==> config.mk <==
export PLATFORM = sky130hd
export DESIGN_NAME = apb_req_arbiter_flat
export DESIGN_NICKNAME = d
export VERILOG_FILES = /design/src/rtl/apb_req_arbiter_pkg.sv /design/src/rtl/apb_req_arbiter_if.sv /design/src/rtl/apb_req_arbiter_rr_picker.sv /design/src/rtl/apb_req_arbiter.sv /design/src/flat_wrapper.sv
export SDC_FILE = /design/constraint.sdc
export NUM_CORES = 1
export LEC_CHECK = 0
export ABC_AREA = 1
export CAP_MARGIN = 20
export CORE_MARGIN = 8
export CORE_UTILIZATION = 42
export CTS_CLUSTER_SIZE = 14
export DETAILED_ROUTE_END_ITERATION = 10
export HOLD_SLACK_MARGIN = 0.02
export PLACE_DENSITY = 0.81
export SLEW_MARGIN = 5
export SYNTH_ARGS = -nofsm -noshare
export SYNTH_HDL_FRONTEND = slang
export SYNTH_SLANG_ARGS = --single-unit
==> constraint.sdc <==
create_clock -name PCLK -period 3.5 [get_ports PCLK]
set_clock_uncertainty 0.2 [all_clocks]
set_input_delay 0.7 -clock PCLK [delete_from_list [all_inputs] [get_ports PCLK]]
set_output_delay 0.7 -clock PCLK [all_outputs]
set_load 0.02 [all_outputs]
==> src/rtl/apb_req_arbiter_pkg.sv <==
// Shared types and helpers for the APB request arbiter: FSM state encoding,
// default widths and the round-robin pick function used by the picker.
package apb_arb_pkg;

    typedef enum logic [1:0] {
        ST_IDLE   = 2'd0,
        ST_SETUP  = 2'd1,
        ST_ACCESS = 2'd2
    } apb_arb_state_e;

    localparam int unsigned DEF_NUM_REQ = 4;
    localparam int unsigned DEF_ADDR_W  = 9;
    localparam int unsigned DEF_DATA_W  = 8;
    localparam int unsigned DEF_TIMEOUT = 16;

    // The pick helper works on the largest supported requester count; smaller
    // configurations zero-extend their request vector into it.
    localparam int unsigned MAX_REQ = 8;

    typedef struct packed {
        logic       any;
        logic [2:0] idx;
    } rr_pick_t;

    // First set bit of req[num-1:0], searching upward from ptr+1 and wrapping.
    function automatic rr_pick_t rr_pick(input logic [MAX_REQ-1:0] req,
                                         input logic [2:0]         ptr,
                                         input logic [3:0]         num);
        logic [3:0] idx;
        rr_pick_t   res;
        res.any = 1'b0;
        res.idx = 3'd0;
        for (int off = 1; off <= int'(MAX_REQ); off++) begin
            idx = {1'b0, ptr} + 4'(off);
            if (idx >= num) begin
                idx = idx - num;
            end else begin
                idx = idx;
            end
            if ((4'(off) <= num) && !res.any && req[idx[2:0]]) begin
                res.any = 1'b1;
                res.idx = idx[2:0];
            end else begin
                res = res;
            end
        end
        return res;
    endfunction

endpackage

==> src/rtl/apb_req_arbiter_if.sv <==
// APB master-side bus bundle. The arbiter drives it through the master
// modport; the downstream slave pair (or a bench) uses the slave modport.
interface apb_req_arbiter_if
    import apb_arb_pkg::*;
#(
    parameter int unsigned ADDR_W = DEF_ADDR_W,
    parameter int unsigned DATA_W = DEF_DATA_W
) ();

    logic              PSEL;
    logic              PENABLE;
    logic              PWRITE;
    logic [ADDR_W-1:0] PADDR;
    logic [DATA_W-1:0] PWDATA;
    logic [DATA_W-1:0] PRDATA;
    logic              PREADY;
    logic              PSLVERR;

    modport master (
        output PSEL, PENABLE, PWRITE, PADDR, PWDATA,
        input  PRDATA, PREADY, PSLVERR
    );

    modport slave (
        input  PSEL, PENABLE, PWRITE, PADDR, PWDATA,
        output PRDATA, PREADY, PSLVERR
    );

endinterface

==> src/rtl/apb_req_arbiter_rr_picker.sv <==
// Combinational round-robin picker: given the pending request vector and the
// index of the last granted requester, returns the next requester to serve.
module apb_rr_picker
    import apb_arb_pkg::*;
#(
    parameter  int unsigned NUM_REQ = DEF_NUM_REQ,
    localparam int unsigned IDX_W   = $clog2(NUM_REQ)
) (
    input  logic [NUM_REQ-1:0] i_req,
    input  logic [IDX_W-1:0]   i_ptr,
    output logic [NUM_REQ-1:0] o_grant,
    output logic [IDX_W-1:0]   o_idx,
    output logic               o_any
);

    logic [MAX_REQ-1:0] w_req_ext;
    logic [2:0]         w_ptr_ext;
    rr_pick_t           w_pick;
    logic               w_unused_idx;

    // widen to the helper's fixed width, pick, and form the one-hot grant
    always_comb begin
        w_req_ext              = {MAX_REQ{1'b0}};
        w_req_ext[NUM_REQ-1:0] = i_req;
        w_ptr_ext              = 3'd0;
        w_ptr_ext[IDX_W-1:0]   = i_ptr;
        w_pick                 = rr_pick(w_req_ext, w_ptr_ext, 4'(NUM_REQ));
        o_any                  = w_pick.any;
        o_idx                  = w_pick.idx[IDX_W-1:0];
        if (w_pick.any) begin
            o_grant = NUM_REQ'(1'b1) << o_idx;
        end else begin
            o_grant = {NUM_REQ{1'b0}};
        end
    end

    // upper index bits are always zero for small configurations
    assign w_unused_idx = ^w_pick.idx;

endmodule

==> src/rtl/apb_req_arbiter.sv <==
// Shares one APB master port between NUM_REQ requesters. Round-robin grant in
// IDLE, then SETUP and ACCESS phases; ACCESS waits for PREADY and aborts with
// an error after TIMEOUT cycles. The completion (data or error) is returned to
// the owning requester as a registered one-cycle pulse.
module apb_req_arbiter
    import apb_arb_pkg::*;
#(
    parameter int unsigned NUM_REQ = DEF_NUM_REQ,
    parameter int unsigned ADDR_W  = DEF_ADDR_W,
    parameter int unsigned DATA_W  = DEF_DATA_W,
    parameter int unsigned TIMEOUT = DEF_TIMEOUT
) (
    input  logic                      PCLK,
    input  logic                      PRESET,
    input  logic [NUM_REQ-1:0]        req_valid,
    input  logic [NUM_REQ-1:0]        req_write,
    input  logic [NUM_REQ*ADDR_W-1:0] req_addr,
    input  logic [NUM_REQ*DATA_W-1:0] req_wdata,
    output logic [NUM_REQ-1:0]        req_ready,
    output logic [NUM_REQ-1:0]        rsp_valid,
    output logic [DATA_W-1:0]         rsp_rdata,
    output logic                      rsp_err,
    output logic                      busy,
    apb_req_arbiter_if.master         apb
);

    localparam int unsigned IDX_W = $clog2(NUM_REQ);
    localparam int unsigned CNT_W = $clog2(TIMEOUT);

    apb_arb_state_e     r_state;
    apb_arb_state_e     w_state_nxt;

    logic [IDX_W-1:0]   r_ptr;
    logic [IDX_W-1:0]   r_gidx;
    logic [CNT_W-1:0]   r_cnt;

    logic               r_write;
    logic [ADDR_W-1:0]  r_addr;
    logic [DATA_W-1:0]  r_wdata;
    logic               r_psel;
    logic               r_penable;
    logic               r_busy;

    logic [NUM_REQ-1:0] r_rsp_valid;
    logic [DATA_W-1:0]  r_rsp_rdata;
    logic               r_rsp_err;

    logic [NUM_REQ-1:0] w_pick_grant;
    logic [IDX_W-1:0]   w_pick_idx;
    logic               w_pick_any;

    logic               w_accept;
    logic               w_done;
    logic               w_abort;
    logic [NUM_REQ-1:0] w_req_ready;

    logic               w_sel_write;
    logic [ADDR_W-1:0]  w_sel_addr;
    logic [DATA_W-1:0]  w_sel_wdata;

    apb_rr_picker #(
        .NUM_REQ (NUM_REQ)
    ) u_picker (
        .i_req   (req_valid),
        .i_ptr   (r_ptr),
        .o_grant (w_pick_grant),
        .o_idx   (w_pick_idx),
        .o_any   (w_pick_any)
    );

    // payload of the requester the picker is pointing at
    always_comb begin
        w_sel_write = req_write[w_pick_idx];
        w_sel_addr  = req_addr[int'(w_pick_idx)*int'(ADDR_W) +: ADDR_W];
        w_sel_wdata = req_wdata[int'(w_pick_idx)*int'(DATA_W) +: DATA_W];
    end

    // next-state and phase strobes
    always_comb begin
        w_state_nxt = r_state;
        w_req_ready = {NUM_REQ{1'b0}};
        w_accept    = 1'b0;
        w_done      = 1'b0;
        w_abort     = 1'b0;
        case (r_state)
            ST_IDLE: begin
                if (w_pick_any) begin
                    w_req_ready = w_pick_grant;
                    w_accept    = 1'b1;
                    w_state_nxt = ST_SETUP;
                end else begin
                    w_state_nxt = ST_IDLE;
                end
            end
            ST_SETUP: begin
                w_state_nxt = ST_ACCESS;
            end
            ST_ACCESS: begin
                if (apb.PREADY) begin
                    w_done      = 1'b1;
                    w_state_nxt = ST_IDLE;
                end else if (r_cnt == CNT_W'(TIMEOUT - 1)) begin
                    w_abort     = 1'b1;
                    w_state_nxt = ST_IDLE;
                end else begin
                    w_state_nxt = ST_ACCESS;
                end
            end
            default: begin
                w_state_nxt = ST_IDLE;
            end
        endcase
    end

    // FSM state register
    always_ff @(posedge PCLK) begin
        if (PRESET) begin
            r_state <= ST_IDLE;
        end else begin
            r_state <= w_state_nxt;
        end
    end

    // capture, APB drive, timeout counter and response registers
    always_ff @(posedge PCLK) begin
        if (PRESET) begin
            r_ptr       <= IDX_W'(NUM_REQ - 1);
            r_gidx      <= {IDX_W{1'b0}};
            r_cnt       <= {CNT_W{1'b0}};
            r_write     <= 1'b0;
            r_addr      <= {ADDR_W{1'b0}};
            r_wdata     <= {DATA_W{1'b0}};
            r_psel      <= 1'b0;
            r_penable   <= 1'b0;
            r_busy      <= 1'b0;
            r_rsp_valid <= {NUM_REQ{1'b0}};
            r_rsp_rdata <= {DATA_W{1'b0}};
            r_rsp_err   <= 1'b0;
        end else begin
            r_rsp_valid <= {NUM_REQ{1'b0}};
            r_rsp_rdata <= {DATA_W{1'b0}};
            r_rsp_err   <= 1'b0;
            r_busy      <= (w_state_nxt != ST_IDLE);
            case (r_state)
                ST_IDLE: begin
                    if (w_accept) begin
                        r_write   <= w_sel_write;
                        r_addr    <= w_sel_addr;
                        // reads present zero on PWDATA
                        r_wdata   <= w_sel_write ? w_sel_wdata : {DATA_W{1'b0}};
                        r_gidx    <= w_pick_idx;
                        r_ptr     <= w_pick_idx;
                        r_psel    <= 1'b1;
                        r_penable <= 1'b0;
                    end else begin
                        r_psel    <= 1'b0;
                        r_penable <= 1'b0;
                    end
                end
                ST_SETUP: begin
                    r_penable <= 1'b1;
                    r_cnt     <= {CNT_W{1'b0}};
                end
                ST_ACCESS: begin
                    if (w_done) begin
                        r_psel      <= 1'b0;
                        r_penable   <= 1'b0;
                        r_rsp_valid <= NUM_REQ'(1'b1) << r_gidx;
                        r_rsp_err   <= apb.PSLVERR;
                        r_rsp_rdata <= r_write ? {DATA_W{1'b0}} : apb.PRDATA;
                    end else if (w_abort) begin
                        r_psel      <= 1'b0;
                        r_penable   <= 1'b0;
                        r_rsp_valid <= NUM_REQ'(1'b1) << r_gidx;
                        r_rsp_err   <= 1'b1;
                        r_rsp_rdata <= {DATA_W{1'b0}};
                    end else begin
                        r_cnt <= r_cnt + CNT_W'(1'b1);
                    end
                end
                default: begin
                    r_psel    <= 1'b0;
                    r_penable <= 1'b0;
                end
            endcase
        end
    end

    assign req_ready   = w_req_ready;
    assign rsp_valid   = r_rsp_valid;
    assign rsp_rdata   = r_rsp_rdata;
    assign rsp_err     = r_rsp_err;
    assign busy        = r_busy;

    assign apb.PSEL    = r_psel;
    assign apb.PENABLE = r_penable;
    assign apb.PWRITE  = r_write;
    assign apb.PADDR   = r_addr;
    assign apb.PWDATA  = r_wdata;

endmodule
==> src/flat_wrapper.sv <==
// flat-port wrapper written by rule: the top's interface ports become plain ports
module apb_req_arbiter_flat import apb_arb_pkg::*;
#(
    parameter int unsigned NUM_REQ = DEF_NUM_REQ,
    parameter int unsigned ADDR_W  = DEF_ADDR_W,
    parameter int unsigned DATA_W  = DEF_DATA_W,
    parameter int unsigned TIMEOUT = DEF_TIMEOUT
)
  (PCLK, PRESET, req_valid, req_write, req_addr, req_wdata, req_ready, rsp_valid, rsp_rdata, rsp_err, busy, apb_PSEL, apb_PENABLE, apb_PWRITE, apb_PADDR, apb_PWDATA, apb_PRDATA, apb_PREADY, apb_PSLVERR);
  apb_req_arbiter_if #(.ADDR_W(ADDR_W), .DATA_W(DATA_W)) apb_i ();
  input  logic PCLK;
  input  logic PRESET;
  input  logic [NUM_REQ-1:0] req_valid;
  input  logic [NUM_REQ-1:0] req_write;
  input  logic [NUM_REQ*ADDR_W-1:0] req_addr;
  input  logic [NUM_REQ*DATA_W-1:0] req_wdata;
  output logic [NUM_REQ-1:0] req_ready;
  output logic [NUM_REQ-1:0] rsp_valid;
  output logic [DATA_W-1:0] rsp_rdata;
  output logic rsp_err;
  output logic busy;
  output wire logic [$bits(apb_i.PSEL)-1:0] apb_PSEL;
  output wire logic [$bits(apb_i.PENABLE)-1:0] apb_PENABLE;
  output wire logic [$bits(apb_i.PWRITE)-1:0] apb_PWRITE;
  output wire logic [$bits(apb_i.PADDR)-1:0] apb_PADDR;
  output wire logic [$bits(apb_i.PWDATA)-1:0] apb_PWDATA;
  input wire logic [$bits(apb_i.PRDATA)-1:0] apb_PRDATA;
  input wire logic [$bits(apb_i.PREADY)-1:0] apb_PREADY;
  input wire logic [$bits(apb_i.PSLVERR)-1:0] apb_PSLVERR;
  assign apb_PSEL = apb_i.PSEL;
  assign apb_PENABLE = apb_i.PENABLE;
  assign apb_PWRITE = apb_i.PWRITE;
  assign apb_PADDR = apb_i.PADDR;
  assign apb_PWDATA = apb_i.PWDATA;
  assign apb_i.PRDATA = apb_PRDATA;
  assign apb_i.PREADY = apb_PREADY;
  assign apb_i.PSLVERR = apb_PSLVERR;
  apb_req_arbiter #(.NUM_REQ(NUM_REQ), .ADDR_W(ADDR_W), .DATA_W(DATA_W), .TIMEOUT(TIMEOUT)) u_core (.PCLK(PCLK), .PRESET(PRESET), .req_valid(req_valid), .req_write(req_write), .req_addr(req_addr), .req_wdata(req_wdata), .req_ready(req_ready), .rsp_valid(rsp_valid), .rsp_rdata(rsp_rdata), .rsp_err(rsp_err), .busy(busy), .apb(apb_i));
endmodule
# --- Yosys cells after proc, flatten, opt, wreduce, memory -nomap -nowiden ---
# Cells that the tools add are included.
# W data, S select, Z words.
word_totals:
  ff_bits: 44
op_classes:
  n_mul: 1
  n_mux: 44
  bitwise: 3
  add_sub_neg: 9
  reduce_logical: 14
  magnitude_cmp: 9
  n_shift: 4
  n_eq_ne: 6
op_table:
  columns: ["op", "n"]
  rows:
  - ["$mux W4", 10]
  - ["$shiftx A36 B32 Y9", 1]
  - ["$shiftx A32 B6 Y8", 1]
  - ["$mux W1", 18]
  - ["$lt A3 B4 Y1 const B", 4]
  - ["$bmux W1 S3", 4]
  - ["$mux W3", 4]
  - ["$sub A3 B3 Y3 const B", 4]
  - ["$ge A4 B3 Y1 const B", 2]
  - ["$mux W8", 1]
  - ["$pmux W4 S2", 1]
  - ["$shl A1 B2 Y4 const A", 2]
  - ["$add A2 B2 Y3 const B", 2]
  - ["$ge A3 B3 Y1 const B", 2]
  - ["$mul A2 B4 Y6 const B", 1]
  - ["$pmux W2 S3", 1]
  - ["$add A2 B3 Y4 const B", 1]
  - ["$add A4 B1 Y4 const B", 1]
  - ["$eq A4 B4 Y1 const B", 1]
  - ["$mux W2", 2]
  - ["$ne A2 B2 Y1 const B", 2]
  - ["$reduce_and A2 Y1", 2]
  - ["$reduce_bool A2 Y1", 2]
  - ["$reduce_or A4 Y1", 1]
  - ["other kinds (14)", 20]

# --- Logic depth before layout (Yosys ltp) ---
# Gate-level depths: netlist of the first run.
logic_depth:
  ltp_word: 19
  depth_mapped: 17
  ltp_nobuf: 14

# --- By module ---
# From an unflattened synthesis of the first run, not the netlist that was laid out.
hier_totals:
  cells_unflattened: 428
  area_unflattened_um2: 2702.6
modules_own_cells:
  columns: ["module", "cells_per_inst", "area_each_um2", "instances"]
  rows:
  - ["apb_req_arbiter", 369, 2346.0, 1]
  - ["apb_rr_picker", 59, 356.6, 1]

# --- Worst setup path after synthesis of the first run ---
# No wires, ideal clock.
synth_path:
  path_type: "reg2out"
  startpoint: "reg u_core.r_ptr[0]"
  endpoint: "out req_ready[0]"
  required_ps: 2600
  n_path_buf: 3
  arrival_time_ps: 2209
  path_stages_with_launch: 17
  setup_slack_ps: 391
  cell_sequence: "dfxtp_1 > buf_6 > inv_12 > ha_1 > inv_1 > nand3_2 > nand2_4 > inv_2 > a21oi_2 > nand2_4 > nand2_4 > buf_6 > inv_2 > buf_2 > nor2_1 > inv_1 > nor2_1"
synth_between:
  elab_chain_len: 18
  elab_cells_between_ends: 37
synth_lines:
  columns: ["element", "line_no", "text"]
  rows:
  - ["from (decl)", "apb_req_arbiter.sv:33", "logic [IDX_W-1:0] r_ptr;"]
  - ["from (signal assigned)", "apb_req_arbiter.sv:127", "r_ptr <= IDX_W'(NUM_REQ - 1);"]
  - ["from (signal assigned)", "apb_req_arbiter.sv:152", "r_ptr <= w_pick_idx;"]
  - ["$add A2 B1 Y3", "apb_req_arbiter_pkg.sv:34", "idx = {1'b0, ptr} + 4'(off);"]
  - ["$ge A4 B3 Y1 or $sub A3 B3 Y3 (tied branches)", "apb_req_arbiter_pkg.sv:35, apb_req_arbiter_pkg.sv:36", null]
  - ["$mux W3", "apb_req_arbiter_pkg.sv:35", "if (idx >= num) begin"]
  - ["$bmux W1 S3", "apb_req_arbiter_pkg.sv:40", "if ((4'(off) <= num) && !res.any && req[idx[2:0]]) begin"]
  - ["$mux W1 (implied by the code)", "apb_req_arbiter_pkg.sv:40", null]
  - ["$mux W4", "apb_req_arbiter_pkg.sv:40", null]
  - ["$logic_not A1 Y1", "apb_req_arbiter_pkg.sv:40", null]
  - ["$logic_and A1 B1 Y1", "apb_req_arbiter_pkg.sv:40", null]
  - ["(+2 left out)", null, null]
  - ["$logic_and A1 B1 Y1", "apb_req_arbiter_pkg.sv:40", null]
  - ["$mux W4", "apb_req_arbiter_pkg.sv:40", null]
  - ["$logic_not A1 Y1", "apb_req_arbiter_pkg.sv:40", null]
  - ["$logic_and A1 B1 Y1", "apb_req_arbiter_pkg.sv:40", null]
  - ["$mux W4 (*)", "apb_req_arbiter_pkg.sv:40", null]
  - ["$shl A1 B2 Y4", "apb_req_arbiter_rr_picker.sv:31", "o_grant = NUM_REQ'(1'b1) << o_idx;"]
  - ["$mux W4 (*)", "apb_req_arbiter.sv:87", "if (w_pick_any) begin"]
  - ["$mux W4 (*)", "apb_req_arbiter.sv:85", "case (r_state)"]
  - ["to (decl)", "flat_wrapper.sv:17", "output logic [NUM_REQ-1:0] req_ready;"]
# Mark *: on every way between the ends. The rest lies on a longest branch, timed or not. The select of a mux whose other input is x is not followed.

# --- Final worst setup path of the first run ---
layout_path:
  startpoint: "in req_valid[3]"
  endpoint: "out req_ready[3]"
layout_between:
  elab_chain_len: 15
  elab_cells_between_ends: 21
layout_lines:
  columns: ["element", "line_no", "text"]
  rows:
  - ["from (decl)", "flat_wrapper.sv:13", "input logic [NUM_REQ-1:0] req_valid;"]
  - ["$bmux W1 S3", "apb_req_arbiter_pkg.sv:40", null]
  - ["$mux W1 (implied by the code)", "apb_req_arbiter_pkg.sv:40", null]
  - ["$mux W4", "apb_req_arbiter_pkg.sv:40", null]
  - ["$logic_not A1 Y1", "apb_req_arbiter_pkg.sv:40", null]
  - ["$logic_and A1 B1 Y1", "apb_req_arbiter_pkg.sv:40", null]
  - ["$mux W4", "apb_req_arbiter_pkg.sv:40", null]
  - ["$logic_not A1 Y1", "apb_req_arbiter_pkg.sv:40", null]
  - ["$logic_and A1 B1 Y1", "apb_req_arbiter_pkg.sv:40", null]
  - ["$mux W4", "apb_req_arbiter_pkg.sv:40", null]
  - ["$logic_not A1 Y1", "apb_req_arbiter_pkg.sv:40", null]
  - ["$logic_and A1 B1 Y1", "apb_req_arbiter_pkg.sv:40", null]
  - ["$mux W4 (*)", "apb_req_arbiter_pkg.sv:40", null]
  - ["$shl A1 B2 Y4", "apb_req_arbiter_rr_picker.sv:31", null]
  - ["$mux W4 (*)", "apb_req_arbiter.sv:87", null]
  - ["$mux W4 (*)", "apb_req_arbiter.sv:85", null]
# Marked as above.

==> results.sh, run 1 <==
export IMPL_run_status="finished clean"
export IMPL_portBuffers=125
export IMPL_seq_area_sq_um=880.8
export IMPL_core_rowCount=29
export IMPL_wl_mm=8.699
export IMPL_syn_nets=511
export IMPL_clock_sinks=44
export IMPL_multiInputGateArea_sq_um=1401
export IMPL_hold_ws_ps=246.9
export IMPL_hold_depth=1
export IMPL_hold_end="u_core.rsp_valid[0]"
export IMPL_r2r_end="u_core.apb.PADDR[3]"
export IMPL_vias=3031
export IMPL_dp_hpwl_mm=6.759
export IMPL_critPathKind="input port to output pin"
export IMPL_fin_nets=642
export IMPL_required_ps=2600
export IMPL_cts_tree="yes"
export IMPL_cp_max_fo=4
export IMPL_max_cap_violations=0
export IMPL_min_period_over_period=0.9731
export IMPL_overflow=0
export IMPL_die_w_microns=96.31
export IMPL_p_leak_nw=2.039
export IMPL_wl_per_cell_microns=13.87
export IMPL_worst_r2r_path_depth=15
export IMPL_drive_above_1_share=0.1182
export IMPL_syn_area_sq_um=2709
export IMPL_die_height_microns=96.31
export IMPL_relSlewSlack=0.7228
export IMPL_rsz0062_at_grt="yes"
export IMPL_grt_usage=0.1854
export IMPL_initial_core_util=0.4315
export IMPL_pwr_density_cell_nw_per_um2=932.5
export IMPL_dr_pass1_iters=4
export IMPL_hold_violations=0
export IMPL_grt_pass1_wl_mm=13.63
export IMPL_clk_pin_slew_ps=90
export IMPL_ctsLongestPathBuffers=2
export IMPL_synth_seq_cells=44
export IMPL_max_freq_mhz=293.6
export IMPL_io_pins=126
export IMPL_drv_slew=0
export IMPL_drc=0
export IMPL_finalCriticalPeriod_ps=3406
export IMPL_tns_ps=0
export IMPL_die_area_sq_um=9276
export IMPL_dp_slack_ps=-266.8
export IMPL_gp_congestion=0.8361
export IMPL_clk_insertion_delay_late_ps=310
export IMPL_finalWorstSetupSlack_ps=94.18
export IMPL_htree_levels=2
export IMPL_worst_pin_slew_ps=411.5
export IMPL_root_buffer="clkbuf_8"
export IMPL_fillers=548
export IMPL_synth_seq_area_share=0.3252
export IMPL_hold_class="flop to flop"
export IMPL_cp_start_kind="input port"
export IMPL_r2r_start="u_core.r_ptr[0]"
export IMPL_fin_util=0.6747
export IMPL_reg2reg_slack_ps=670
export IMPL_drtIter0Drc=122
export IMPL_n_antenna_cell=0
export IMPL_syn_avg_cell_area_sq_um=6.480
export IMPL_crit_path_end_kind="output pin"
export IMPL_antenna_found_initial=0
export IMPL_viasPerCell=4.834
export IMPL_postRouteAntennaNets=0
export IMPL_hold_start="u_core.r_gidx[0]"
export IMPL_area_growth_pct=56.35
export IMPL_synthCells=418
export IMPL_ir_drop_mv=0.6349
export IMPL_cts_made_buffers=5
export IMPL_finalSetupViolations=0
export IMPL_grt_max_degree=46
export IMPL_synth_warnings=0
export IMPL_yosysUniqueCellTypes=30
export IMPL_arrival_ps=2510
export IMPL_core_sq_um=6277
export IMPL_first_global_vias=3005
[per-stage QoR]
stage | cells | area, sq um | total power [mW]
floorplan | 418 | 2709 | 2.606
global placement | 618 | 4081 | 3.403
detailed placement | 618 | 4081 | 3.460
CTS | 626 | 4207 | 3.886
global route | 627 | 4235 | 4.298
finish | 627 | 4235 | 3.949
[worst max path at each step]
stage / startpoint / cells after the start / to
6_report: req_valid[3] / 12 / req_ready[3]
5_1_grt: req_valid[3] / 12 / req_ready[3]
4_1_cts: req_valid[3] / 13 / req_ready[0]
3_5_place_dp: req_valid[3] / 13 / req_ready[0]
3_3_place_gp: req_valid[0] / 14 / req_ready[0]
2_1_floorplan: u_core.r_ptr[0] / 16 / req_ready[0]
[area by class of cell]
type	instances	area share
Clock buffer	5	0.01625
Clock inverter	3	0.01093
Inverter	87	0.08006
Multi-Input combinational cell	268	0.3309
Sequential cell	44	0.2080
Tap cell	77	0.02275
Timing Repair Buffer	143	0.3312
[placed cells by master (no fill, tap or decap), types with 2 or more instances in the layout]
master,n
or2_0,3
nand2_1,63
ha_1,5
buf_4,17
a31oi_1,2
nand2_2,8
inv_1,83
clkdlybuf4s50_1,121
nand3_1,55
nand3_2,7
nand2_4,6
or2_2,7
o211ai_1,10
clkbuf_8,5
nor2_2,2
a21oi_1,24
nand3b_1,3
inv_2,3
dfxtp_1,44
o21ai_0,18
nand4_1,3
nor2_1,45
[synthesized netlist by cell type]
library cell / n / area, sq um
inv_1: 84 / 315.3
nand2_1: 65 / 244.0
nand3_1: 56 / 280.3
nor2_1: 46 / 172.7
dfxtp_1: 44 / 880.8
a21oi_1: 24 / 120.1
o21ai_0: 18 / 90.09
clkbuf_1: 11 / 41.29
o211ai_1: 10 / 75.07
or2_2: 7 / 43.79
nand2_2: 6 / 37.54
nand2_4: 6 / 67.56
nand3_2: 6 / 60.06
buf_2: 5 / 25.02
ha_1: 5 / 62.56
buf_6: 3 / 33.78
nand3b_1: 3 / 22.52
nand4_1: 3 / 18.77
or2_0: 3 / 18.77
a31oi_1: 2 / 12.51
inv_2: 2 / 7.510
a211oi_1: 1 / 7.510
a21oi_2: 1 / 8.760
and3_1: 1 / 6.260
inv_12: 1 / 16.27
nor2_2: 1 / 6.260
nor2_4: 1 / 11.26
nor3_1: 1 / 5.000
o211a_1: 1 / 10.01
o21a_1: 1 / 7.510
[cells by family after synthesis]
family          count (synthesis)  share of synthesized area
compound gates                 58                     0.1224
fa+ha+maj                       5                    0.02309
buf+inv                       106                     0.1621
flops                          44                     0.3252
simple gates                  205                     0.3672
[critical path, stage by stage]
cell and delay [ps]:
clkdlybuf4s50_1 490, inv_1 70, nand2_1 100, nand3_2 110
nand2_4 110, nor2_4 50, nand4_1 90, nand2_2 110
inv_2 120, nand2_1 80, nor2_1 90, dlygate4sd2_1 380
[power breakdown]
| part | internal [mW] | switching, mW |
|---|---|---|
| registers | 0.618 | 0.0697 |
| logic | 1.14 | 1.71 |
| clock network | 0.215 | 0.194 |
[flip-flops by register name (all words and copies together), names as in the netlist]
register            cells
u_core.apb.PSEL         1
u_core.rsp_rdata        8
u_core.r_cnt            4
u_core.apb.PENABLE      1
u_core.rsp_err          1
u_core.r_ptr            2
u_core.r_state          2
u_core.apb.PWRITE       1
u_core.r_gidx           2
u_core.apb.PWDATA       8
u_core.rsp_valid        4
u_core.apb.PADDR        9
u_core.busy             1
[per-layer routing]
layer | share of wire | global-route usage
met2 | 0.52 | 0.3286
met1 | 0.38 | 0.2004
met4 | 0.0099 | 0.05170
met3 | 0.084 | 0.07176
met5 | 0 | 0
[timing repair]
action                                  CTS  global route
endpoints found under the setup margin    4             4
gates resized for setup                   7             9
cloned                                    0             1
hold buffers                              0             0
buffers inserted                          0             0
No activity file was read; power rests on OpenSTA's default activity.
==> run 2: changes to the inputs <==
--- a/config.mk
+++ b/config.mk
@@ -7,7 +7,7 @@
 export LEC_CHECK = 0
 export ABC_AREA = 1
 export CAP_MARGIN = 20
-export CORE_MARGIN = 8
+export CORE_MARGIN = 2
 export CORE_UTILIZATION = 42
 export CTS_CLUSTER_SIZE = 14
 export DETAILED_ROUTE_END_ITERATION = 10
@@ -16,4 +16,5 @@
 export SLEW_MARGIN = 5
 export SYNTH_ARGS = -nofsm -noshare
 export SYNTH_HDL_FRONTEND = slang
+export SYNTH_HIERARCHICAL = 1
 export SYNTH_SLANG_ARGS = --single-unit
==> run 2 against run 1 <==
Net effect: hold slack improved by 21 ps; worst setup slack improved by 92 ps; critical path depth increased by 2; non-clock buffer count decreased by 7; sequential power decreased by 2%; fmax increased by 2.8%; wire length decreased by 23%; via count decreased by 4.5%; highest routed layer unchanged; cell count increased by 0.48%; combinational power decreased by 4%; critical endpoint is now req_ready[2].
==> results.sh, run 2 <==
export IMPL_run_status="finished clean"
export IMPL_cts_made_buffers=5
export IMPL_wl_mm=6.662
export IMPL_final_common_cell="clkdlybuf4s50_1"
export IMPL_worst_pin_slew_ps=632.5
export IMPL_startpoint="req_valid[0]"
export IMPL_fin_nets=642
export IMPL_n_antenna_cell=0
export IMPL_max_cap_violations=0
export IMPL_cp_cell_sequence="clkdlybuf4s50_1 -> inv_1 -> nand2_1 -> nand2_1 -> nand2_1 -> nand2_1 -> nor2_1 -> nand3_1 -> nand3_4 -> nand2_1 -> inv_1 -> inv_1 -> nor2_1 -> dlygate4sd2_1"
export IMPL_syn_avg_cell_area_sq_um=6.314
export IMPL_finalCriticalPeriod_ps=3314
export IMPL_core_sq_um=6277
export IMPL_overflow=0
export IMPL_multiInputGateArea_sq_um=1373
export IMPL_drive_above_1_share=0.1067
export IMPL_synth_edf_count=0
export IMPL_crit_path_top_delay_cell="clkdlybuf4s50_1"
export IMPL_combPwrFrac=0.735
export IMPL_required_ps=2600
export IMPL_seq_area_sq_um=880.8
export IMPL_syn_nets=518
export IMPL_critPathMaxStageDelay_ps=460
export IMPL_drv_slew=0
export IMPL_finalSetupViolations=0
export IMPL_r2r_end="u_core/apb.PWDATA[0]"
export IMPL_crit_buf_inv=5
export IMPL_relSlewSlack=0.5770
export IMPL_clock_sinks=44
export IMPL_cp_max_fo=6
export IMPL_rsz0062_at_grt="no"
export IMPL_wl_per_cell_microns=10.57
export IMPL_postRouteAntennaNets=0
export IMPL_max_freq_mhz=301.8
export IMPL_dr_pass1_iters=4
export IMPL_yosys_top_cells_count="nand2_1 (85), inv_1 (72), nor2_1 (69)"
export IMPL_yosysUniqueCellTypes=28
export IMPL_viasPerCell=4.594
export IMPL_syn_area_sq_um=2703
export IMPL_r2r_start="u_core/r_ptr[0]"
export IMPL_drc=0
export IMPL_ir_drop_mv=0.5658
export IMPL_vias=2894
export IMPL_worst_r2r_path_depth=17
export IMPL_crit_path_end_kind="output pin"
export IMPL_ys_flop_type="dfxtp_1"
export IMPL_synth_seq_cells=44
export IMPL_fin_util=0.6482
export IMPL_min_period_over_period=0.9467
export IMPL_largest_register_ffs=9
export IMPL_clk_pin_slew_ps=70
export IMPL_synth_area_leaders="dfxtp_1 (33%), nand2_1 (12%), inv_1 (10%), nor2_1 (9.6%), nand3_1 (8.0%)"
export IMPL_grt_pass1_wl_mm=11.22
export IMPL_htree_levels=2
export IMPL_async_reset_ff_frac=0
export IMPL_initial_core_util=0.4305
export IMPL_tns_ps=0
export IMPL_most_common_layout_cells="clkdlybuf4s50_1 (121), nand2_1 (85), inv_1 (72), nor2_1 (69), dfxtp_1 (44)"
export IMPL_synthCells=428
export IMPL_io_pins=126
export IMPL_p_sw_mw=1.927
export IMPL_hold_end="u_core/rsp_valid[1]"
export IMPL_path_common_cell="nand2_1"
export IMPL_synth_top_cell_area_share=0.3259
export IMPL_area_growth_pct=50.56
export IMPL_hold_class="flop to flop"
export IMPL_seqPwrFrac=0.180
export IMPL_critPathTopFamily="buffers and inverters"
export IMPL_grt_max_degree=39
export IMPL_root_buffer="clkbuf_8"
export IMPL_p_leak_nw=1.963
export IMPL_fillers=562
export IMPL_core_rowCount=29
export IMPL_clk_insertion_delay_late_ps=290
export IMPL_grt_usage=0.1859
export IMPL_pwr_density_cell_nw_per_um2=918.2
export IMPL_synth_seq_area_share=0.3259
export IMPL_portBuffers=125
export IMPL_antenna_found_initial=0
export IMPL_die_w_microns=84.22
export IMPL_synth_top_cell_by_area="dfxtp_1"
export IMPL_first_global_vias=2661
export IMPL_clock_power_share=0.085
export IMPL_die_area_sq_um=7092
export IMPL_dp_hpwl_mm=5.308
export IMPL_cts_setup_buffers=0
export IMPL_arrival_ps=2410
export IMPL_synth_most_common_cell="nand2_1"
export IMPL_synth_warnings=6
export IMPL_swShare=0.5158
export IMPL_reg2reg_slack_ps=550
export IMPL_internal_power_mw=1.809
export IMPL_hold_start="u_core/r_gidx[1]"
export IMPL_gp_congestion=0.8489
export IMPL_hold_violations=0
export IMPL_die_height_microns=84.22
export IMPL_ctsLongestPathBuffers=2
export IMPL_drtIter0Drc=83
export IMPL_cts_tree="yes"
export IMPL_critPathKind="input port to output pin"
export IMPL_cp_start_kind="input port"
export IMPL_hold_depth=1
==> run 2: changes by cell type after synthesis, sizes merged, moves of 9 or more <==
cell    change
nor2       +30
nand2      +23
o21ai      +21
nand3      -13
inv        -10
o211ai     -10
or2        -10
a21oi       -9
buf         +9
clkbuf      -9
==> run 2: area by class of cell <==
| type | count | area share |
|---|---|---|
| clock buffer | 6 | 0.02030 |
| tap | 77 | 0.02368 |
| sequential | 44 | 0.2165 |
| timing repair buffer | 136 | 0.3256 |
| multi-input combinational | 287 | 0.3373 |
| inverter | 78 | 0.07411 |
| clock inverter | 2 | 0.002460 |
==> run 2: cells by family after synthesis <==
kind of cell / Yosys count / synth area share
compound gates: 56 / 0.1088
fa+ha+maj: 2 / 0.009258
buf+inv: 97 / 0.1662
flops: 44 / 0.3259
simple gates: 229 / 0.3898
==> run 2: worst register-to-register path: cells and delay by family (launching register included) <==
family          cells  cell delay, ps
buf+inv             5             940
simple gates        9             730
flops               1             430
fa+ha+maj           1             350
compound gates      2             230
==> run 2: per-layer routing <==
| metal | track usage | vias up | share of wire |
|---|---|---|---|
| li1 | - | 1547 | - |
| met1 | 0.2206 | 1246 | 0.43 |
| met2 | 0.3384 | 96 | 0.50 |
| met3 | 0.03933 | 5 | 0.063 |
| met4 | 0.04985 | 0 | 0.0072 |
| met5 | 0 | - | 0 |
==> run 2: worst max path at each step <==
stage              endpoint  slack (ps)  cells past startpoint
6_report       req_ready[2]         190                     14
5_1_grt        req_ready[2]          10                     14
4_1_cts        req_ready[3]         150                     14
3_5_place_dp   req_ready[3]        -120                     14
3_3_place_gp   req_ready[3]         -40                     13
2_1_floorplan  req_ready[0]         640                     11
==> run 2: through the flow <==
step                      setup WS [ps]  cell area [sq um]  hold slack, ps  cells  power [mW]
final                             186.5               4069           267.7    630       3.736
after global routing              13.25               4069           292.5    630       4.107
after CTS                         154.2               4073           264.2    630       3.758
after detailed placement         -123.0               3985           244.4    622       3.462
after global placement           -36.64               3985           244.5    622       3.419
after floorplan                   640.6               2703           226.1    428       2.840
==> run 2: power by group through the flow <==
stage	sequential (mW)	combinational (mW)	clock (mW)
3_5_place_dp	0.685	2.78	0
3_3_place_gp	0.681	2.74	0
5_1_grt	0.685	3.08	0.347
4_1_cts	0.674	2.75	0.330
6_report	0.672	2.75	0.318
2_1_floorplan	0.766	2.07	0
==> run 2: what timing repair did <==
item                                    CTS  global route
resized for setup                         4             2
pin swaps                                 0             0
endpoints found under the setup margin    4             1
hold buffers                              0             0
gates cloned                              0             0
==> run 3: changes to the inputs <==
--- a/config.mk
+++ b/config.mk
@@ -6,9 +6,9 @@
 export NUM_CORES = 1
 export LEC_CHECK = 0
 export ABC_AREA = 1
-export CAP_MARGIN = 20
 export CORE_MARGIN = 2
 export CORE_UTILIZATION = 42
+export CTS_CLUSTER_DIAMETER = 120
 export CTS_CLUSTER_SIZE = 14
 export DETAILED_ROUTE_END_ITERATION = 10
 export HOLD_SLACK_MARGIN = 0.02
==> results of run 3 <==
No change in the layout: final DEF, timing and power equal those of run 2.
